**src/rtl/uart_pkg.sv**
```systemverilog
// Shared UART definitions: receiver state encoding, default frame constants
// and a helper that sizes the oversample tick counter.
package uart_pkg;

    typedef enum logic [1:0] {IDLE, START, DATA, STOP} rx_state_t;

    localparam int UART_DBIT    = 8;
    localparam int UART_OS      = 16;
    localparam int UART_SB_TICK = 16;

    // Tick counter must reach both OS-1 (data bits) and SB_TICK-1 (stop span).
    function automatic int tick_cnt_w(input int sb_tick, input int os);
        int w_sb;
        int w_os;
        w_sb = $clog2(sb_tick);
        w_os = $clog2(os);
        return (w_sb > w_os) ? w_sb : w_os;
    endfunction

endpackage

```
**src/rtl/sync_2ff.sv**
```systemverilog
// Generic two-flop synchronizer for a single asynchronous bit; the reset
// value lets an idle-high line come out of reset without a false edge.
module sync_2ff #(
    parameter logic RST_VAL = 1'b0
) (
    input  logic clk,
    input  logic reset,
    input  logic i_d,
    output logic o_q
);

    logic r_meta;
    logic r_sync;

    always_ff @(posedge clk or negedge reset) begin
        if (!reset) begin
            r_meta <= RST_VAL;
            r_sync <= RST_VAL;
        end else begin
            r_meta <= i_d;
            r_sync <= r_meta;
        end
    end

    assign o_q = r_sync;

endmodule

```
**src/rtl/uart_rx.sv**
```systemverilog
// Oversampling 8N1 UART receiver: qualifies the start bit at mid-bit, shifts
// data LSB-first on sample_tick, and reports each byte with a framing flag.
module uart_rx
    import uart_pkg::*;
#(
    parameter int DBIT    = UART_DBIT,
    parameter int SB_TICK = UART_SB_TICK,
    parameter int OS      = UART_OS
) (
    input  logic            clk,
    input  logic            reset,
    input  logic            sample_tick,
    input  logic            rx,
    output logic [DBIT-1:0] dout,
    output logic            rx_done_tick,
    output logic            frame_err,
    output logic            busy
);

    localparam int SW = tick_cnt_w(SB_TICK, OS);

    localparam logic [SW-1:0] S_MID  = SW'(OS / 2 - 1);
    localparam logic [SW-1:0] S_BIT  = SW'(OS - 1);
    localparam logic [SW-1:0] S_STOP = SW'(SB_TICK - 1);
    localparam logic [2:0]    N_LAST = 3'(DBIT - 1);

    logic            w_rx_s;
    rx_state_t       r_state;
    logic [SW-1:0]   r_s;
    logic [2:0]      r_n;
    logic [DBIT-1:0] r_b;
    logic [DBIT-1:0] r_dout;
    logic            r_done;
    logic            r_ferr;

    sync_2ff #(.RST_VAL(1'b1)) u_rx_sync (
        .clk   (clk),
        .reset (reset),
        .i_d   (rx),
        .o_q   (w_rx_s)
    );

    always_ff @(posedge clk or negedge reset) begin
        if (!reset) begin
            r_state <= IDLE;
            r_s     <= '0;
            r_n     <= '0;
            r_b     <= '0;
            r_dout  <= '0;
            r_done  <= 1'b0;
            r_ferr  <= 1'b0;
        end else begin
            r_done <= 1'b0;
            case (r_state)
                // Leaving IDLE needs no tick; a coincident tick is deliberately ignored.
                IDLE: begin
                    if (!w_rx_s) begin
                        r_state <= START;
                        r_s     <= '0;
                    end
                end
                START: begin
                    if (sample_tick) begin
                        if (r_s == S_MID) begin
                            if (!w_rx_s) begin
                                r_state <= DATA;
                                r_s     <= '0;
                                r_n     <= '0;
                            end else begin
                                r_state <= IDLE;
                            end
                        end else begin
                            r_s <= r_s + 1'b1;
                        end
                    end
                end
                DATA: begin
                    if (sample_tick) begin
                        if (r_s == S_BIT) begin
                            r_s <= '0;
                            r_b <= {w_rx_s, r_b[DBIT-1:1]};
                            if (r_n == N_LAST) begin
                                r_state <= STOP;
                            end else begin
                                r_n <= r_n + 1'b1;
                            end
                        end else begin
                            r_s <= r_s + 1'b1;
                        end
                    end
                end
                STOP: begin
                    if (sample_tick) begin
                        if (r_s == S_STOP) begin
                            r_dout  <= r_b;
                            r_ferr  <= ~w_rx_s;
                            r_done  <= 1'b1;
                            r_state <= IDLE;
                        end else begin
                            r_s <= r_s + 1'b1;
                        end
                    end
                end
                default: r_state <= IDLE;
            endcase
        end
    end

    assign dout         = r_dout;
    assign rx_done_tick = r_done;
    assign frame_err    = r_ferr;
    // Held through the done cycle so busy drops on the clk after the pulse.
    assign busy         = (r_state != IDLE) | r_done;

endmodule

```
**config.mk**
```make
export PLATFORM = sky130hd
export DESIGN_NAME = uart_rx
export DESIGN_NICKNAME = d
export VERILOG_FILES = /design/src/rtl/uart_pkg.sv /design/src/rtl/sync_2ff.sv /design/src/rtl/uart_rx.sv
export SDC_FILE = /design/constraint.sdc
export NUM_CORES = 1
export LEC_CHECK = 0
export BUFFER_PORTS_ARGS = -buffer_cell sky130_fd_sc_hd__clkbuf_2
export CAP_MARGIN = 20
export CORE_MARGIN = 4
export CORE_UTILIZATION = 45
export CTS_BUF_LIST = sky130_fd_sc_hd__clkbuf_8
export CTS_CLUSTER_DIAMETER = 80
export DETAILED_ROUTE_END_ITERATION = 8
export SLEW_MARGIN = 10
export SYNTH_ARGS = -nofsm -noshare
export SYNTH_HDL_FRONTEND = slang
export SYNTH_SLANG_ARGS = --single-unit
```
**constraint.sdc**
```tcl
create_clock -name clk -period 2.3 [get_ports clk]
set_input_delay 0.23 -clock clk [delete_from_list [all_inputs] [get_ports clk]]
set_output_delay 0.23 -clock clk [all_outputs]
set_load 0.03 [all_outputs]
```
Yosys cells after proc, flatten, opt, wreduce, memory -nomap -nowiden --
Index checks and enable logic that the tools add are counted.
Cells by class: add/subtract/negate cells 2, equality and inequality tests 17, multiplexer cells 28, bitwise logic cells 2, reductions and logical operators 8
Operators with widths (count):
- 4-bit two-way mux | 7
- 2-bit != test (second input constant) | 11
- 2-bit two-way mux | 9
- 3-bit two-way mux | 6
- 4-bit case mux with 4 select lines | 1
- 2-bit case mux with 4 select lines | 1
- 8-bit AND reduction | 1
- 7-bit AND reduction | 1
- 3-bit case mux with 2 select lines | 1
- 3-bit AND reduction | 2
- 4-bit by 1-bit adder with 4-bit output (second input constant) | 1
- 2-bit == test (second input constant) | 2
- 4-bit by 3-bit == test with 1-bit output (second input constant) | 1
- 4-bit == test (second input constant) | 1
- 4-bit AND reduction | 1
- 2-bit nonzero test | 2
- 3-bit by 1-bit adder with 3-bit output (second input constant) | 1
- 3-bit == test (second input constant) | 1
- 1-bit two-way mux | 3
- 2-bit by 1-bit == test with 1-bit output (second input constant) | 1
- 2-bit logical NOT | 1
- 1-bit inverter | 1
- 1-bit OR | 1
Storage, ports and cells: bits in registers 29, bits of input ports 4, output and inout bits 11, word-level logic and storage cells 66

Longest topological paths before layout --
depth in word-level cells 5, depth in mapped cells 6

Cells and area by module --
A second synthesis with hierarchy kept.
Unflattened totals: cells, all modules 110, area, all modules 1356.3 µm²
Modules (own cells, without submodules):
- uart_rx | times used 1, cells an instance 108, area each 1303.8 µm², seq. area each 675.6 µm²
- sync_2ff | times used 1, cells an instance 2, area each 52.6 µm², seq. area each 52.6 µm²

Least setup slack after synthesis --
Ideal clock, no wire load.
path kind reg-to-reg, start register r_n[0], end register r_n[0], setup time 0.125 ns, arrival 1.428 ns, required time 2.175 ns, slack 0.747 ns, cell stages (with the launch flop) 6, buffers on the path 0, path through dfrtp_1 -> ha_1 -> ha_1 -> nor4_4 -> nor2_1 -> mux2_2
Between the ends: cells in the longest elaborated chain, start to end 5, elaborated cells on any way between the ends 8, classes of those cells add/sub (1); eq/ne (2); mux (4); reduce/logical (1)
RTL lines:
- from (decl) | line uart_rx.sv:30 | logic [2:0] r_n;
- from (signal assigned) | line uart_rx.sv:85 | r_n <= r_n + 1'b1;
- 3-bit by 1-bit adder with 3-bit output | line uart_rx.sv:85
- 3-bit two-way mux | line uart_rx.sv:82 | if (r_n == N_LAST) begin
- 3-bit two-way mux | line uart_rx.sv:79 | if (r_s == S_BIT) begin
- 3-bit two-way mux | line uart_rx.sv:78 | if (sample_tick) begin
- 3-bit case mux with 2 select lines | line uart_rx.sv:54 | case (r_state)
Parallel ways exist; a longest one is shown, timed or not. The select of a mux whose other input is x is not followed. A chain may end at the register's enable or synchronous reset.

Final worst setup path --
start register r_s[0], end register r_dout[1] (netlist: dout[1])
Between the ends: cells in the longest elaborated chain, start to end 2
RTL lines:
- from (decl) | line uart_rx.sv:29 | logic [SW-1:0] r_s;
- from (signal assigned) | line uart_rx.sv:73 | r_s <= r_s + 1'b1;
- from (signal assigned) | line uart_rx.sv:88 | r_s <= r_s + 1'b1;
- from (signal assigned) | line uart_rx.sv:100 | r_s <= r_s + 1'b1;
- 4-bit == test | line uart_rx.sv:94 | if (r_s == S_STOP) begin
- 3-bit AND reduction (no line)
- to (signal assigned) | line uart_rx.sv:95 | r_dout <= r_b;
- to (decl) | line uart_rx.sv:32 | logic [DBIT-1:0] r_dout;
No other way between the ends.

==> impl_metrics.env <==
export IMPL_worst_pin_slew_ps=699.1
export IMPL_rsz0062_at_grt="false"
export IMPL_viasPerCell=5.423
export IMPL_grt_first_pass_wirelength_um=3891
export IMPL_finalWorstSetupSlack_ps=478.5
export IMPL_dieArea_um2=3893
export IMPL_synth_async_reset_ratio_pct=100.0
export IMPL_ios=15
export IMPL_r2r_cells=5
export IMPL_numCtsBuffers=5
export IMPL_drc=0
export IMPL_stdcell_count=149
export IMPL_clk_pin_slew_ps=60
export IMPL_grt_pass1_vias=792
export IMPL_final_nets=124
export IMPL_hpwl_um=1506
export IMPL_synth_nets=107
export IMPL_end_kind="flop"
export IMPL_maxSlewViolCount=0
export IMPL_met3_usage_pct=5.216
export IMPL_clk_latency_ps=280
export IMPL_htreeDepth=2
export IMPL_core_area_um2=2781
export IMPL_post_cts_buffers=0
export IMPL_cts_tree="built"
export IMPL_yosys_warnings=0
export IMPL_antenna_left=0
export IMPL_netlist_instances=100
export IMPL_dp_cells=141
export IMPL_status="complete, but fails checks"
export IMPL_failed_checks="hold timing"
export IMPL_clock_fmax_ghz=0.5490
export IMPL_detail_route_iter0_violations=27
export IMPL_setup_viol=0
export IMPL_p_seq_share_pct=52.7
export IMPL_synth_area_um2=1331
export IMPL_design_area_um2=1493
export IMPL_cts_root_buffer="clkbuf_8"
export IMPL_path_class="reg -> reg"
export IMPL_drive_gt1_share_pct=38.98
export IMPL_synth_edf_count=0
export IMPL_p_switching_uw=335.5
export IMPL_hold_viol_final=21
export IMPL_mostFrequentLayoutCells="dfrtp_1, clkbuf_2, mux2_2"
export IMPL_crit_start="r_s[0]"
export IMPL_port_buffers=14
export IMPL_intPower_uw=870.3
export IMPL_cts_resized=0
export IMPL_hp_class="in -> async"
export IMPL_cp_arrival_ps=1990
export IMPL_vias=808
export IMPL_die_w_um=62.39
export IMPL_rows=19
export IMPL_synth_avg_cell_area_um2=13.31
export IMPL_relSlewSlack_pct=53.39
export IMPL_cp_required_ps=2470
export IMPL_cap_violations=0
export IMPL_power_mw=1.206
export IMPL_place_gp_congestion=0.8445
export IMPL_fin_hold_ws_ps=-16.18
export IMPL_busiest_layer="met1"
export IMPL_syn_to_final_growth_pct=12.12
export IMPL_skew_ps=10.45
export IMPL_clkPwrFrac_pct=32.1
export IMPL_postPlaceCellArea_um2=1411
export IMPL_p_leak_nw=0.7532
export IMPL_track_usage_pct=12.80
export IMPL_die_height_um=62.39
export IMPL_drt_wirelength_per_cell_um=14.42
export IMPL_finalSetupTns_ps=0
export IMPL_ir_drop_v=0.0006006
export IMPL_utilization_pct=53.67
export IMPL_powerDensity_nw_per_um2=807.8
export IMPL_grt_met1_usage_pct=17.94
export IMPL_ys_types=36
export IMPL_finalCritPeriodShare_pct=79.20
export IMPL_grt_use_met2_pct=16.84
export IMPL_switching_share_pct=27.82
export IMPL_numClockSinks=29
export IMPL_seq_area_frac_synth_pct=54.70
export IMPL_start_util_pct=47.86
export IMPL_postCtsHoldBufs=0
export IMPL_cts_buffer_depth=2
export IMPL_drt_first_pass_iters=4
export IMPL_worstPathMaxFanout=7
export IMPL_antenna_found_initial=0
export IMPL_final_common_cell="dfrtp_1"
export IMPL_grt_max_degree=30
export IMPL_power_frac_comb_pct=15.3
export IMPL_synth_ff_type="dfrtp_1"
export IMPL_grt_overflow_total=0
export IMPL_n_antenna_cell=0
export IMPL_rr_startpoint="r_s[0]"
export IMPL_ys_ff_latch=29
export IMPL_drt_wl_total_um=2149
export IMPL_crit_path_start_kind="flop"
export IMPL_period_minus_slack_ps=1822
export IMPL_place_ws_ps=462.8
-- synthesized netlist by cell type (2+ instances only) --
cell type  number  area share (%)
dfrtp_1        27              51
nand2_1         5             1.4
buf_2           2            0.75
mux2_4          7             7.9
buf_4           2             1.1
nor2_1          4             1.1
a22o_1          4             2.6
o21ai_0         2            0.75
mux2_2         11             9.3
nand3_1         3             1.1
dfstp_2         2             3.9
o21ai_1         2            0.75
and2_1          2            0.94
inv_1           3            0.85
ha_1            3             2.8
-- registers in the layout (all words and copies together) (netlist names), named ones only --
signal            cells
dout                  8
r_b                   8
r_s                   4
r_n                   3
frame_err             1
r_state               1
rx_done_tick          1
u_rx_sync.o_q         1
u_rx_sync.r_meta      1
-- final timing paths --
| check | endpoint | slack [ps] |
|---|---|---|
| min | rx_done_tick | -20 |
| max in group asynchronous | r_s[1] | 1860 |
| min in group clk | u_rx_sync.r_meta | 40 |
| max reg2reg | dout[1] | 480 |
| max | dout[1] | 480 |
| min reg2reg | u_rx_sync.o_q | 360 |
-- layer usage --
layer | vias up | routed length [um]
met3 | 6 | 114
li1 | 395 | -
met4 | 0 | 49
met1 | 392 | 1079
met2 | 15 | 906
met5 | - | 0
-- area by class of cell --
| cell class | instances | area [um2] |
|---|---|---|
| well taps | 31 | 38.79 |
| clock buffers | 5 | 68.82 |
| repair buffers | 15 | 77.57 |
| inverters | 3 | 11.26 |
| flip-flops and latches | 29 | 728.2 |
| fillers | 248 | 1289 |
| multi-input cells | 63 | 555.5 |
| clock inverters | 3 | 12.51 |
-- power groups by stage --
stage | clock, mW | combinational [mW] | sequential, mW
2_1_floorplan | 0 | 0.187 | 0.606
3_5_place_dp | 0 | 0.189 | 0.645
4_1_cts | 0.402 | 0.190 | 0.637
5_1_grt | 0.427 | 0.216 | 0.649
3_3_place_gp | 0 | 0.183 | 0.642
6_report | 0.386 | 0.184 | 0.635
-- worst max-delay path: stages, from the launching register on --
cell and delay (ps):
dfrtp_1 370, ha_1 280, and3_1 230, nand3_1 260, buf_4 280, mux2_4 290
-- logic make-up (layout without fill, tap and decap cells) --
family / Yosys count / count (layout) / synth area share, %
fa+ha+maj: 3 / 3 / 2.820
compound gates: 15 / 15 / 8.366
mux: 18 / 18 / 17.20
xor+xnor: 1 / 1 / 0.6580
simple gates: 26 / 26 / 12.69
flops: 29 / 29 / 54.70
buf+inv: 8 / 26 / 3.571
Note: power is estimated with default switching activity, not from simulation.
